--- src/rtl/credit_control.sv ---
// Credit counter between the PSL command/response path and the command arbiter:
// loads PSL room on job start, debits per issued command, refunds per response.
package credit_pkg;

  typedef struct packed {
    logic       valid_request;
    logic       valid_response;
    logic [8:0] response_credits;
    logic [7:0] room;
  } credit_interface_input_t;

  typedef struct packed {
    logic [7:0] credits;
  } credit_interface_output_t;

endpackage

module credit_control
  import credit_pkg::*;
#(
  parameter int         MAX_CREDITS = 64,
  parameter logic [7:0] LOW_WATER   = 8'h02
) (
  input  logic                     clock,
  input  logic                     rstn,
  input  logic                     enabled_in,
  input  credit_interface_input_t  credit_in,
  output credit_interface_output_t credit_out,
  output logic                     credit_available,
  output logic                     credit_low,
  output logic [1:0]               credit_error,
  output logic [1:0]               state_dbg
);

  localparam logic [1:0] ST_IDLE = 2'd0;
  localparam logic [1:0] ST_LOAD = 2'd1;
  localparam logic [1:0] ST_RUN  = 2'd2;

  localparam logic [7:0]        MAX_C8  = MAX_CREDITS[7:0];
  localparam logic signed [10:0] MAX_S11 = MAX_CREDITS[10:0];

  logic [1:0] state_q, state_d;
  logic [7:0] credits_q, credits_d;
  logic       avail_q, avail_d;
  logic       low_q, low_d;
  logic [1:0] error_q, error_d;

  // valid_request / valid_response are single-cycle pulses with no back-pressure:
  // every cycle either flag is high counts as one event, there is no ready.
  logic              any_valid;
  logic [7:0]        load_room;
  logic signed [10:0] credits_ext;
  logic signed [10:0] req_ext;
  logic signed [10:0] resp_ext;
  logic signed [10:0] sum;

  always_comb begin
    any_valid   = credit_in.valid_request | credit_in.valid_response;
    load_room   = (credit_in.room > MAX_C8) ? MAX_C8 : credit_in.room;
    credits_ext = {3'b000, credits_q};
    req_ext     = {10'd0, credit_in.valid_request};
    resp_ext    = credit_in.valid_response
                  ? {{2{credit_in.response_credits[8]}}, credit_in.response_credits}
                  : 11'sd0;
    sum         = credits_ext - req_ext + resp_ext;
  end

  always_comb begin
    state_d   = state_q;
    credits_d = credits_q;
    error_d   = error_q;

    case (state_q)
      ST_IDLE: begin
        credits_d = 8'd0;
        if (any_valid) error_d[0] = 1'b1;
        if (enabled_in) begin
          state_d = ST_LOAD;
          // Entering LOAD wipes old errors; a stray event this cycle is still flagged.
          error_d = {1'b0, any_valid};
        end
      end

      ST_LOAD: begin
        if (any_valid) error_d[0] = 1'b1;
        if (enabled_in) begin
          state_d   = ST_RUN;
          credits_d = load_room;
        end else begin
          state_d   = ST_IDLE;
          credits_d = 8'd0;
        end
      end

      ST_RUN: begin
        if (!enabled_in) begin
          state_d   = ST_IDLE;
          credits_d = 8'd0;
        end else if (sum < 11'sd0) begin
          credits_d  = 8'd0;
          error_d[0] = 1'b1;
        end else if (sum > MAX_S11) begin
          credits_d  = MAX_C8;
          error_d[1] = 1'b1;
        end else begin
          credits_d = sum[7:0];
        end
      end

      default: begin
        state_d   = ST_IDLE;
        credits_d = 8'd0;
      end
    endcase
  end

  // Flags are computed from next-state values so they line up with credit_out.
  always_comb begin
    avail_d = (state_d == ST_RUN) && (credits_d != 8'd0);
    low_d   = (state_d == ST_RUN) && (credits_d <= LOW_WATER);
  end

  always_ff @(posedge clock or negedge rstn) begin
    if (!rstn) begin
      state_q   <= ST_IDLE;
      credits_q <= 8'd0;
      avail_q   <= 1'b0;
      low_q     <= 1'b0;
      error_q   <= 2'b00;
    end else begin
      state_q   <= state_d;
      credits_q <= credits_d;
      avail_q   <= avail_d;
      low_q     <= low_d;
      error_q   <= error_d;
    end
  end

  assign credit_out.credits = credits_q;
  assign credit_available   = avail_q;
  assign credit_low         = low_q;
  assign credit_error       = error_q;
  assign state_dbg          = state_q;

endmodule

--- config.mk ---
export PLATFORM = sky130hd
export DESIGN_NAME = credit_control
export DESIGN_NICKNAME = d
export VERILOG_FILES = /design/src/rtl/credit_control.sv
export SDC_FILE = /design/constraint.sdc
export NUM_CORES = 1
export LEC_CHECK = 0
export BUFFER_PORTS_ARGS = -buffer_cell sky130_fd_sc_hd__clkbuf_2
export CORE_UTILIZATION = 40
export DETAILED_ROUTE_END_ITERATION = 8
export PLACE_DENSITY = 0.71
export SYNTH_ARGS = -nofsm -noshare
export SYNTH_HDL_FRONTEND = slang
export SYNTH_SLANG_ARGS = --single-unit
--- constraint.sdc ---
create_clock -name clock -period 3.2 [get_ports clock]
set_clock_uncertainty 0.05 [all_clocks]
set_input_delay 0.64 -clock clock [delete_from_list [all_inputs] [get_ports clock]]
set_output_delay 0.64 -clock clock [all_outputs]
set_load 0.03 [all_outputs]
-- Word level (Yosys, flattened, before mapping)
Cells that the tools add are included.
- register bits after elaboration: 14
- bits of input ports: 22
- word-level logic and storage cells: 48
- $add $sub $neg: 2
- $lt $le $gt $ge: 4
- equal/unequal tests: 8
- mux-type cells: 19
- bitwise operators: 1
- reduce and logical (&&, ||, !) cells: 8
- operators with widths (operator ; count):
    $mux W8 ; 5
    $pmux W8 S2 ; 1
    $add A9 B11 Y11 ; 1
    $gt A11 B8 Y1 const B ; 1
    $lt A11 B1 Y1 const B ; 1
    $mux W11 ; 1
    $mux W2 ; 5
    $ne A2 B2 Y1 const B ; 5
    $sub A8 B1 Y9 ; 1
    $gt A8 B7 Y1 const B ; 1
    $le A8 B2 Y1 const B ; 1
    $reduce_bool A8 Y1 ; 1
    $pmux W2 S3 ; 1
    $reduce_and A5 Y1 ; 1
    $eq A2 B2 Y1 const B ; 2
    $mux W1 ; 4
    $pmux W1 S3 ; 1
    $reduce_and A3 Y1 ; 1
    $reduce_bool A3 Y1 ; 1
    $eq A2 B1 Y1 const B ; 1
    $logic_and A1 B1 Y1 ; 2
    $logic_not A2 Y1 ; 1
    $pmux W1 S2 ; 1
    $reduce_bool A2 Y1 ; 1
    $or A1 B1 Y1 ; 1

-- Depth between registers and ports, before layout
- depth after elaboration: 9
- mapped depth: 16

-- Worst setup path after synthesis
OpenSTA, ideal clock, no wires.
- path type: register to register
- start point: register credits_q[4], in the netlist credit_out[4]
- end point: register low_q, in the netlist credit_low
- library setup time: 132 ps
- arrival time: 3179 ps
- data required time: 3018 ps
- setup slack: -161 ps
- stages on the path, launching flop included: 13
- period minus slack after synthesis: 3361 ps
- path through: dfrtp_1 > or4_1 > nor3_1 > xor2_1 > ha_1 > buf_2 > a21oi_1 > o21ai_1 > or4_1 > o21ai_2 > nand2_2 > o41a_1 > nor4b_2
- longest elaborated chain between the ends: 9
- elaborated cells on any way between the ends: 10
- those cells by class: add/sub: 2; order compare: 3; mux: 4; reduce/logical: 1
- RTL lines (element ; line ; RTL):
    from (decl) ; 43 ; logic [7:0] credits_q, credits_d;
    from (signal assigned) ; 132 ; credits_q <= credits_d;
    $sub A8 B1 Y9 (*) ; 65 ; sum = credits_ext - req_ext + resp_ext;
    $add A9 B11 Y11 (*) ; 65 ;
    $gt A11 B8 Y1 ; 102 ; end else if (sum > MAX_S11) begin
    $mux W8 ; 102 ;
    $mux W8 (*) ; 99 ; end else if (sum < 11'sd0) begin
    $mux W8 (*) ; 96 ; if (!enabled_in) begin
    $pmux W8 S2 (*) ; 73 ; case (state_q)
    $le A8 B2 Y1 (*) ; 120 ; low_d = (state_d == ST_RUN) && (credits_d <= LOW_WATER);
    $logic_and A1 B1 Y1 (*) ; 120 ;
    net low_d ; 45 ; logic low_q, low_d;
    to (signal assigned) ; 134 ; low_q <= low_d;
    to (decl) ; 45 ;
The timed path passes the listed nets; every way through them passes the cells marked *.
A chain may end at the register's enable or synchronous reset.

-- Worst setup path in the final report
- start point: register credits_q[5], in the netlist credit_out[5]
- end point: register low_q, in the netlist credit_low
The elaborated chain is that of the path after synthesis.

==> results.json <==
{
  "status": "complete, but fails checks",
  "failed_checks": "setup timing",
  "clk_pin_slew_worst_paths_ns": 0.06,
  "via_per_inst": 5.491,
  "met2_length_mm": 2.196,
  "ys.flop_type": "dfrtp_1",
  "yosysTopAreaCellShare": 0.2217,
  "dp_worst_setup_slack_ns": -0.3096,
  "grt_first_pass_wirelength_mm": 7.300,
  "r2r-end": "credit_low",
  "final_cell_area_um2": 2292,
  "synth_seq_cells": 14,
  "grt_start_max_net_pins": 15,
  "die_x_um": 64.86,
  "endpoint_kind": "flip-flop",
  "wl_met1_mm": 2.200,
  "portBuffers": 35,
  "top_layer": "met4",
  "drive_gt1_frac": 0.4296,
  "die_y_um": 64.86,
  "tritoncts": "done",
  "syn_to_final_growth_pct": 45.05,
  "synth_warnings": 0,
  "layout.cells.non_filler": 318,
  "ys_async_sr_fraction": 1.000,
  "max_freq_mhz": 309.7,
  "drv_cap": 0,
  "cts_made_buffers": 3,
  "fin_util": 0.6168,
  "grt_pass1_vias": 1611,
  "critPathCapture": "credit_low",
  "synth_area_um2": 1580,
  "worstSetupPathType": "flip-flop to flip-flop",
  "wl_per_cell_um": 14.89,
  "cp-startpoint": "credit_out[5]",
  "cts-htree-levels": 1,
  "ys_seq_area_frac": 0.2217,
  "r2r_setup_slack_ns": -0.03,
  "die_area_um2": 4206,
  "cp_max_fo": 4,
  "antenna_found_initial": 0,
  "cts_root_buffer": "clkbuf_8",
  "cts_sinks": 14,
  "synth_cell_type_count": 53,
  "drtIter0Drc": 47,
  "arrival_ns": 3.31,
  "peakVddDrop_v": 0.0002918,
  "drc": 0,
  "layout_setup_ws_ns": -0.02915,
  "rr_worst_depth": 11,
  "power_frac_seq": 0.189,
  "antenna_cells": 0,
  "maxSlewViolCount": 0,
  "hold_viol": 0,
  "insertion_delay_ns": 0.25,
  "p_sw_mw": 0.6080,
  "post-route-period-util": 1.009,
  "dpl.cell_count": 312,
  "gp_congestion": 0.9248,
  "leakage_nw": 1.068,
  "core_um2": 3716,
  "wirelength_mm": 4.735,
  "ant_nets": 0,
  "hp-class": "input pin to asynchronous set/reset pin",
  "synth_area_leaders": "dfrtp_1 (22%), ha_1 (12%), a21oi_1 (4.4%)",
  "worst_hold_slack_ns": 0.2402,
  "start_util": 0.4253,
  "rsz0062_at_grt": "true",
  "p_clk_frac": 0.138,
  "syn_inst": 194,
  "gr-usage-all-layers": 0.2281,
  "drtPass1Iterations": 4,
  "cp.required_ns": 3.28,
  "rows": 22,
  "detailed_place.area_um2": 2110,
  "gr-total-overflow": 0,
  "cp-start-kind": "flip-flop",
  "fin_crit_ns": 3.229,
  "syn_nets": 232,
  "powerDensity_nw_per_um2": 574.0,
  "yosysTopAreaCell": "dfrtp_1",
  "netSwitchingFraction": 0.4621,
  "r2r-start": "credit_out[5]",
  "wl_met3_um": 238,
  "fill_cells": 334,
  "power_frac_comb": 0.673,
  "hpwl_mm": 3.635,
  "cts_buffer_depth": 2,
  "fin_tns_setup_ns": -0.02915,
  "ios": 36,
  "syn_area_per_cell_um2": 8.146,
  "dr_total_vias": 1746,
  "finalPower_mw": 1.316,
  "synth-edff-count": 0,
  "finalNetCount": 309,
  "setup_viol": 1,
  "intPower_mw": 0.7077
}
==> placed cells by master, fill, tap and decap left out, drive strengths merged, types with 2 or more instances in the layout <==
| master | n |
|---|---|
| a211oi | 3 |
| a21boi | 2 |
| a21oi | 17 |
| a22o | 4 |
| a22oi | 2 |
| a31oi | 3 |
| and2 | 9 |
| buf | 44 |
| clkbuf | 39 |
| dfrtp | 14 |
| ha | 15 |
| inv | 14 |
| nand2 | 11 |
| nand3 | 9 |
| nand4 | 3 |
| nor2 | 16 |
| nor3 | 8 |
| nor4 | 2 |
| o211ai | 2 |
| o21ai | 16 |
| o41a | 2 |
| or3b | 2 |
| or4 | 2 |
| xnor2 | 4 |
| xor2 | 7 |
==> metal layers <==
| layer | track usage | up-vias |
|---|---|---|
| li1 | - | 862 |
| met1 | 0.3114 | 808 |
| met2 | 0.3607 | 65 |
| met3 | 0.02993 | 11 |
| met4 | 0.08889 | 0 |
| met5 | 0 | - |
==> worst min path at each step <==
stage,to,depth (start not counted),startpoint
2_1_floorplan,credit_available,0,rstn
3_3_place_gp,credit_error[1],2,credit_error[1]
3_5_place_dp,credit_error[1],2,credit_error[1]
4_1_cts,credit_out[7],1,rstn
5_1_grt,credit_out[0],1,rstn
6_report,credit_out[7],1,rstn
==> synthesized netlist by cell type, drive strengths merged, types with 2 or more instances <==
| cell type | n |
|---|---|
| o211ai | 2 |
| inv | 14 |
| a21oi | 17 |
| buf | 6 |
| nand3 | 9 |
| a211oi | 3 |
| a22o | 4 |
| xor2 | 7 |
| o21ai | 16 |
| dfrtp | 14 |
| or4 | 2 |
| ha | 15 |
| nor4 | 2 |
| nand2 | 11 |
| nor3 | 8 |
| a31oi | 3 |
| a22oi | 2 |
| a21boi | 2 |
| o41a | 2 |
| xnor2 | 4 |
| nand4 | 3 |
| or3b | 2 |
| and2 | 9 |
| nor2 | 16 |
==> power by group through the flow <==
stage | Clock (mW) | Sequential, mW | Combinational [mW]
floorplan | 0 | 0.312 | 0.478
CTS | 0.183 | 0.247 | 0.819
global placement | 0 | 0.249 | 0.781
global route | 0.192 | 0.253 | 0.961
finish | 0.182 | 0.249 | 0.885
detailed placement | 0 | 0.251 | 0.796
==> cells by family after synthesis <==
logic type / share of synthesized area
compound gates: 0.2732
xor+xnor: 0.06096
fa+ha+maj: 0.1314
buf+inv: 0.07046
flops: 0.2217
mux: 0.007125
other cells: 0.002373
simple gates: 0.2328
==> area by class of cell <==
cell class / instances / area [um^2] / share of cell area
Multi-Input combinational cell: 159 / 1265 / 0.5519
Tap cell: 48 / 60.06 / 0.02620
Inverter: 14 / 52.55 / 0.02293
Timing Repair Buffer: 79 / 505.5 / 0.2205
Clock buffer: 4 / 55.05 / 0.02402
Sequential cell: 14 / 354.1 / 0.1545
==> repair_timing <==
| action | in CTS | in global routing |
|---|---|---|
| setup endpoints to repair | 1 | 10 |
| hold buffers | 0 | 0 |
| resized for setup | 4 | 16 |
| pin swaps | 4 | 8 |
| gates cloned | 0 | 0 |
| buffers inserted | 0 | 2 |
| endpoints found under the hold margin | 0 | 0 |
==> worst max-delay path, cell delays in order (launching register included) <==
cell and delay, ns:
dfrtp_2 0.43, or4_4 0.55, nor3_4 0.13, xor2_1 0.19, ha_1 0.32, a21oi_2 0.15, o21ai_2 0.07, or4_4 0.49
o21ai_4 0.10, nand2_2 0.11, o41a_1 0.34, nor4b_2 0.17
==> state kept, by name (all words and copies together) (netlist names) <==
name / cells
state_dbg: 2
credit_out: 8
credit_low: 1
credit_error: 2
credit_available: 1
Note: power is estimated with default switching activity, not from simulation.
